===== src/rtl/ysyx_23060042_idu_stage.sv =====
// Instruction decode stage: decodes {pc, inst} on push and holds the decoded
// records in a small in-order buffer that drains to the execute stage.
module ysyx_23060042_idu_stage #(
    parameter int XLEN  = 32,
    parameter int DEPTH = 2
) (
    input  logic            clk,
    input  logic            rst,
    input  logic            flush,
    input  logic            in_valid,
    output logic            in_ready,
    input  logic [XLEN-1:0] in_pc,
    input  logic [31:0]     in_inst,
    output logic            out_valid,
    input  logic            out_ready,
    output logic [XLEN-1:0] out_pc,
    output logic [6:0]      out_opcode,
    output logic [2:0]      out_func3,
    output logic [4:0]      out_rs1,
    output logic [4:0]      out_rs2,
    output logic [4:0]      out_rd,
    output logic [XLEN-1:0] out_imm,
    output logic            out_regen,
    output logic            out_pcjen,
    output logic            out_pcren,
    output logic            out_jalen,
    output logic            out_brken,
    output logic            out_memen,
    output logic            out_illegal
);

    localparam int PTR_W = (DEPTH > 1) ? $clog2(DEPTH) : 1;
    localparam int CNT_W = $clog2(DEPTH + 1);
    localparam logic [CNT_W-1:0] FULL_CNT = CNT_W'(DEPTH);
    localparam logic [PTR_W-1:0] LAST_PTR = PTR_W'(DEPTH - 1);

    localparam logic [6:0] OP_LUI     = 7'b0110111;
    localparam logic [6:0] OP_AUIPC   = 7'b0010111;
    localparam logic [6:0] OP_JAL     = 7'b1101111;
    localparam logic [6:0] OP_JALR    = 7'b1100111;
    localparam logic [6:0] OP_BRANCH  = 7'b1100011;
    localparam logic [6:0] OP_LOAD    = 7'b0000011;
    localparam logic [6:0] OP_STORE   = 7'b0100011;
    localparam logic [6:0] OP_IMM     = 7'b0010011;
    localparam logic [6:0] OP_REG     = 7'b0110011;
    localparam logic [6:0] OP_SYSTEM  = 7'b1110011;
    localparam logic [6:0] OP_IMM_32  = 7'b0011011;
    localparam logic [6:0] OP_REG_32  = 7'b0111011;

    typedef enum logic [2:0] {
        IMM_R,
        IMM_I,
        IMM_S,
        IMM_B,
        IMM_U,
        IMM_J
    } imm_sel_e;

    typedef struct packed {
        logic [XLEN-1:0] pc;
        logic [6:0]      opcode;
        logic [2:0]      func3;
        logic [4:0]      rs1;
        logic [4:0]      rs2;
        logic [4:0]      rd;
        logic [XLEN-1:0] imm;
        logic            regen;
        logic            pcjen;
        logic            pcren;
        logic            brken;
        logic            memen;
        logic            illegal;
    } rec_t;

    imm_sel_e        imm_sel;
    logic [XLEN-1:0] imm_i;
    logic [XLEN-1:0] imm_s;
    logic [XLEN-1:0] imm_b;
    logic [XLEN-1:0] imm_u;
    logic [XLEN-1:0] imm_j;
    logic [XLEN-1:0] dec_imm;
    logic            dec_regen;
    logic            dec_pcjen;
    logic            dec_pcren;
    logic            dec_brken;
    logic            dec_memen;
    logic            dec_illegal;
    rec_t            dec_rec;

    rec_t             entries [DEPTH];
    logic [PTR_W-1:0] rd_ptr;
    logic [PTR_W-1:0] wr_ptr;
    logic [CNT_W-1:0] count;
    logic             push;
    logic             pop;
    rec_t             head;

    assign imm_i = XLEN'($signed(in_inst[31:20]));
    assign imm_s = XLEN'($signed({in_inst[31:25], in_inst[11:7]}));
    assign imm_b = XLEN'($signed({in_inst[31], in_inst[7], in_inst[30:25], in_inst[11:8], 1'b0}));
    assign imm_u = XLEN'($signed({in_inst[31:12], 12'b0}));
    assign imm_j = XLEN'($signed({in_inst[31], in_inst[19:12], in_inst[20], in_inst[30:21], 1'b0}));

    // Opcode class decode; anything unrecognised is flagged illegal with every enable low.
    always_comb begin
        imm_sel     = IMM_R;
        dec_regen   = 1'b0;
        dec_pcjen   = 1'b0;
        dec_pcren   = 1'b0;
        dec_brken   = 1'b0;
        dec_memen   = 1'b0;
        dec_illegal = 1'b0;
        case (in_inst[6:0])
            OP_LUI: begin
                dec_regen = 1'b1;
                imm_sel   = IMM_U;
            end
            OP_AUIPC: begin
                dec_regen = 1'b1;
                dec_pcren = 1'b1;
                imm_sel   = IMM_U;
            end
            OP_JAL: begin
                dec_regen = 1'b1;
                dec_pcjen = 1'b1;
                dec_pcren = 1'b1;
                imm_sel   = IMM_J;
            end
            OP_JALR: begin
                dec_regen = 1'b1;
                dec_pcjen = 1'b1;
                imm_sel   = IMM_I;
            end
            OP_BRANCH: begin
                dec_pcjen = 1'b1;
                dec_pcren = 1'b1;
                imm_sel   = IMM_B;
            end
            OP_LOAD: begin
                dec_regen = 1'b1;
                dec_memen = 1'b1;
                imm_sel   = IMM_I;
            end
            OP_STORE: begin
                dec_memen = 1'b1;
                imm_sel   = IMM_S;
            end
            OP_IMM: begin
                dec_regen = 1'b1;
                imm_sel   = IMM_I;
            end
            OP_REG: begin
                dec_regen = 1'b1;
            end
            OP_SYSTEM: begin
                dec_brken = (in_inst == 32'h0010_0073);
            end
            OP_IMM_32: begin
                if (XLEN == 64) begin
                    dec_regen = 1'b1;
                    imm_sel   = IMM_I;
                end else begin
                    dec_illegal = 1'b1;
                end
            end
            OP_REG_32: begin
                if (XLEN == 64) begin
                    dec_regen = 1'b1;
                end else begin
                    dec_illegal = 1'b1;
                end
            end
            default: begin
                dec_illegal = 1'b1;
            end
        endcase
    end

    always_comb begin
        dec_imm = '0;
        case (imm_sel)
            IMM_I:   dec_imm = imm_i;
            IMM_S:   dec_imm = imm_s;
            IMM_B:   dec_imm = imm_b;
            IMM_U:   dec_imm = imm_u;
            IMM_J:   dec_imm = imm_j;
            default: dec_imm = '0;
        endcase
    end

    always_comb begin
        dec_rec         = '0;
        dec_rec.pc      = in_pc;
        dec_rec.opcode  = in_inst[6:0];
        dec_rec.func3   = in_inst[14:12];
        dec_rec.rs1     = in_inst[19:15];
        dec_rec.rs2     = in_inst[24:20];
        dec_rec.rd      = in_inst[11:7];
        dec_rec.imm     = dec_imm;
        dec_rec.regen   = dec_regen;
        dec_rec.pcjen   = dec_pcjen;
        dec_rec.pcren   = dec_pcren;
        dec_rec.brken   = dec_brken;
        dec_rec.memen   = dec_memen;
        dec_rec.illegal = dec_illegal;
    end

    function automatic logic [PTR_W-1:0] ptr_inc(input logic [PTR_W-1:0] p);
        return (p == LAST_PTR) ? '0 : p + PTR_W'(1);
    endfunction

    assign in_ready  = (count < FULL_CNT);
    assign out_valid = (count != '0);
    assign push      = in_valid & in_ready;
    assign pop       = out_valid & out_ready;

    // Entry storage carries no reset; only count/pointers decide what is valid.
    always_ff @(posedge clk) begin
        if (push && !flush) begin
            entries[wr_ptr] <= dec_rec;
        end
    end

    always_ff @(posedge clk or posedge rst) begin
        if (rst) begin
            count  <= '0;
            rd_ptr <= '0;
            wr_ptr <= '0;
        end else if (flush) begin
            count  <= '0;
            rd_ptr <= '0;
            wr_ptr <= '0;
        end else begin
            if (push) begin
                wr_ptr <= ptr_inc(wr_ptr);
            end
            if (pop) begin
                rd_ptr <= ptr_inc(rd_ptr);
            end
            if (push && !pop) begin
                count <= count + CNT_W'(1);
            end else if (pop && !push) begin
                count <= count - CNT_W'(1);
            end
        end
    end

    // Data outputs are forced to zero whenever no record is presented.
    always_comb begin
        head = '0;
        if (out_valid) begin
            head = entries[rd_ptr];
        end
    end

    assign out_pc      = head.pc;
    assign out_opcode  = head.opcode;
    assign out_func3   = head.func3;
    assign out_rs1     = head.rs1;
    assign out_rs2     = head.rs2;
    assign out_rd      = head.rd;
    assign out_imm     = head.imm;
    assign out_regen   = head.regen;
    assign out_pcjen   = head.pcjen;
    assign out_pcren   = head.pcren;
    assign out_jalen   = head.regen & head.pcjen;
    assign out_brken   = head.brken;
    assign out_memen   = head.memen;
    assign out_illegal = head.illegal;

endmodule

===== config.mk =====
export PLATFORM = sky130hd
export DESIGN_NAME = ysyx_23060042_idu_stage
export DESIGN_NICKNAME = d
export VERILOG_FILES = /design/src/rtl/ysyx_23060042_idu_stage.sv
export SDC_FILE = /design/constraint.sdc
export NUM_CORES = 1
export LEC_CHECK = 0
export BUFFER_PORTS_ARGS = -buffer_cell sky130_fd_sc_hd__buf_4
export CAP_MARGIN = 20
export CELL_PAD_IN_SITES_DETAIL_PLACEMENT = 2
export CELL_PAD_IN_SITES_GLOBAL_PLACEMENT = 2
export CORE_AREA = 5 5 144 160
export CTS_CLUSTER_DIAMETER = 80
export CTS_CLUSTER_SIZE = 14
export DETAILED_ROUTE_END_ITERATION = 8
export DIE_AREA = 0 0 149 165
export PLACE_DENSITY_LB_ADDON = 0.1
export SKIP_LAST_GASP = 1
export SYNTH_ARGS = -nofsm -noshare
export SYNTH_HDL_FRONTEND = slang
export SYNTH_SLANG_ARGS = --single-unit

===== constraint.sdc =====
create_clock -name clk -period 9 [get_ports clk]
set_input_delay 1.8 -clock clk [delete_from_list [all_inputs] [get_ports clk]]
set_output_delay 1.8 -clock clk [all_outputs]
set_load 0.005 [all_outputs]

==> impl_metrics.yaml <==
timing:
  timing.fmax_mhz: 210.8
  relSlewSlack: 0.3451
  worst_slew_pin_slew_ns: 0.9824
  grt_setup_unrepaired: "false"
  setup_ws_ns: 4.256
  holdWs_ns: 0.6331
  fin_skew_ns: 0.006782
  finalSetupViolCount: 0
  fin_crit_sh: 0.5271
  maxSlewViolCount: 0
  tns_ns: 0
  period_minus_slack_ns: 4.744
  finalHoldViolations: 0
floorplanning:
  io_pins: 167
  fp.dieW_um: 149
  core_area_um2: 21160
  die_h_um: 165
  dieArea_um2: 24590
  initial_utilization: 0.3760
  floorplan.rows: 56
layout:
  multi_input_area_um2: 2038
  regArea_um2: 5809
  final_util: 0.4792
  n_antenna_cell: 0
  drive_gt1_frac: 0.3050
  fillers: 2089
  area_growth_pct: 27.44
  nNetsFinal: 761
critical_path:
  required_ns: 7.20
  cp_data_arrival_time_ns: 2.94
  crit_path_start_kind: "flip-flop"
  crit_type: "flip-flop to output pin"
  critPathMaxFanout: 54
  worstReg2RegEnd: "entries[1][18]"
  r2r-start: "count[1]"
  cp-end-kind: "output pin"
  r2r_cells: 4
  rrSetupSlack_ns: 6.17
placement:
  hpwl_um: 14410
  gp_congestion: 0.7571
  io_buffer_count: 166
  pre_cts_ws_ns: 4.647
clock_tree:
  cts_tree: "yes"
  clk_latency_ns: 0.43
  cts_hold_buf: 0
  cts_setup_buffers: 0
  numClockSinks: 194
  cts-root-buf: "clkbuf_16"
  cts_buffers: 17
  clk_pin_slew_worst_paths_ns: 0.07
  clockBufferDepth: 2
  cts-resized-gates: 0
  cts_htree_levels: 4
synthesis:
  syn_nets: 594
  netlist_area_um2: 7956
  ys.flop_type: "edfxtp_1"
  seq_area_frac_synth: 0.7297
  syn_inst: 525
  synth-edff-count: 190
  yosys_warnings: 0
  ys_ff_latch: 194
  synth_cell_type_count: 41
  synthArstFlopShare: 0.02062
  syn_area_per_cell_um2: 15.16
route:
  drc: 0
  viasPerCell: 4.962
  drtPass1Iterations: 4
  wl_per_cell_um: 21.25
  vias: 4937
  ant_nets: 0
  drtIter0Drc: 277
  routed_wl_um: 21140
power_and_ir_drop:
  vdd_ir_drop_max_uv: 132.4
  p_per_area_nw_per_um2: 199.9
  p_leak_nw: 3.874
worst_hold_path:
  hold_end: "count[1]"
  hp-start: "count[1]"
  holdCritPathClass: "flip-flop to flip-flop"
  min_path_cells: 2
global_routing:
  grt_pass1_wl_um: 32640
  grt_pass1_vias: 5611
  grt_max_degree: 63
  grtUsageTotal: 0.1752
  gr-total-overflow: 0
  grt_antenna_before_repair: 0
run_status:
  outcome: "complete, no violations"
job:
  cap_violations: 0
layer usage:
metal	GRT usage	routed length, µm	vias up
met5	0	0	-
met4	0.03953	150	0
met3	0.03897	830	10
met2	0.3079	11110	123
met1	0.2223	9046	2520
li1	-	-	2284
power by group:
part | internal [mW] | switching, mW | total, mW
combinational | 0.107 | 0.122 | 0.229
sequential | 1.03 | 0.0190 | 1.05
clock | 0.415 | 0.336 | 0.751
total | 1.55 | 0.477 | 2.03
layout by cell type, fill, tap and decap left out, types with 4 or more instances in the layout:
master / count
inv_1: 5
and2_1: 9
nor2b_1: 5
nor2_1: 100
mux2i_1: 96
nand2_1: 18
o21ai_0: 6
nor4_1: 4
a21o_1: 21
edfxtp_1: 190
a21oi_1: 6
buf_4: 174
clkbuf_16: 17
critical path, stage by stage, from the launching register on:
cell     delay (ns)
dfrtp_4        0.94
buf_4          0.87
mux2i_1        0.38
nor2_1         0.08
buf_4          0.17
flip-flops by register name (all words and copies together), names as in the netlist:
signal	cells
entries	190
count	2
rd_ptr	1
wr_ptr	1
metrics by stage:
step                      total power [mW]  instances  cell area [µm²]
after floorplan                      1.172        525             7966
after global placement               1.290        961             9528
after detailed placement             1.300        961             9528
after CTS                            2.053        993            10110
after global routing                 2.122        995            10140
final                                2.027        995            10140
layout make-up:
type | instances | share of cell area
clock buffers | 19 | 0.04270
well taps | 290 | 0.03578
inverters | 5 | 0.001851
clock inverters | 13 | 0.01493
multi-input cells | 299 | 0.2010
repair buffers | 175 | 0.1308
flip-flops and latches | 194 | 0.5729
cells in the mapped netlist (3+ instances only):
cell type    n  area share
a21oi_1      6      0.0038
buf_1        4      0.0019
nor2_1     101       0.048
mux2i_1     96        0.12
inv_1        5      0.0024
dfrtp_1      4       0.013
edfxtp_1   190        0.72
a21o_1      21       0.020
buf_2       15      0.0094
clkbuf_1     7      0.0033
and2_1       9      0.0071
nor3_1       3      0.0019
nor2b_1      5      0.0039
nand2_1     18      0.0085
o21ai_0      6      0.0038
nor4_1       4      0.0031
nor3b_1      3      0.0028
cells by family after synthesis:
| logic type | after synthesis | synth area share |
|---|---|---|
| simple gates | 158 | 0.09168 |
| flops | 194 | 0.7297 |
| mux | 96 | 0.1208 |
| buf+inv | 32 | 0.01793 |
| compound gates | 43 | 0.03774 |
| xor+xnor | 2 | 0.002202 |
how the worst max path moves through the flow:
stage	start	slack, ns	endpoint
floorplan	in_valid	2.84	entries[1][0]
global placement	rd_ptr	4.67	out_imm[18]
detailed placement	rd_ptr	4.65	out_imm[18]
CTS	rd_ptr	4.17	out_imm[18]
global route	rd_ptr	4.10	out_imm[18]
finish	rd_ptr	4.26	out_imm[18]
(Power assumes the default switching activity.)
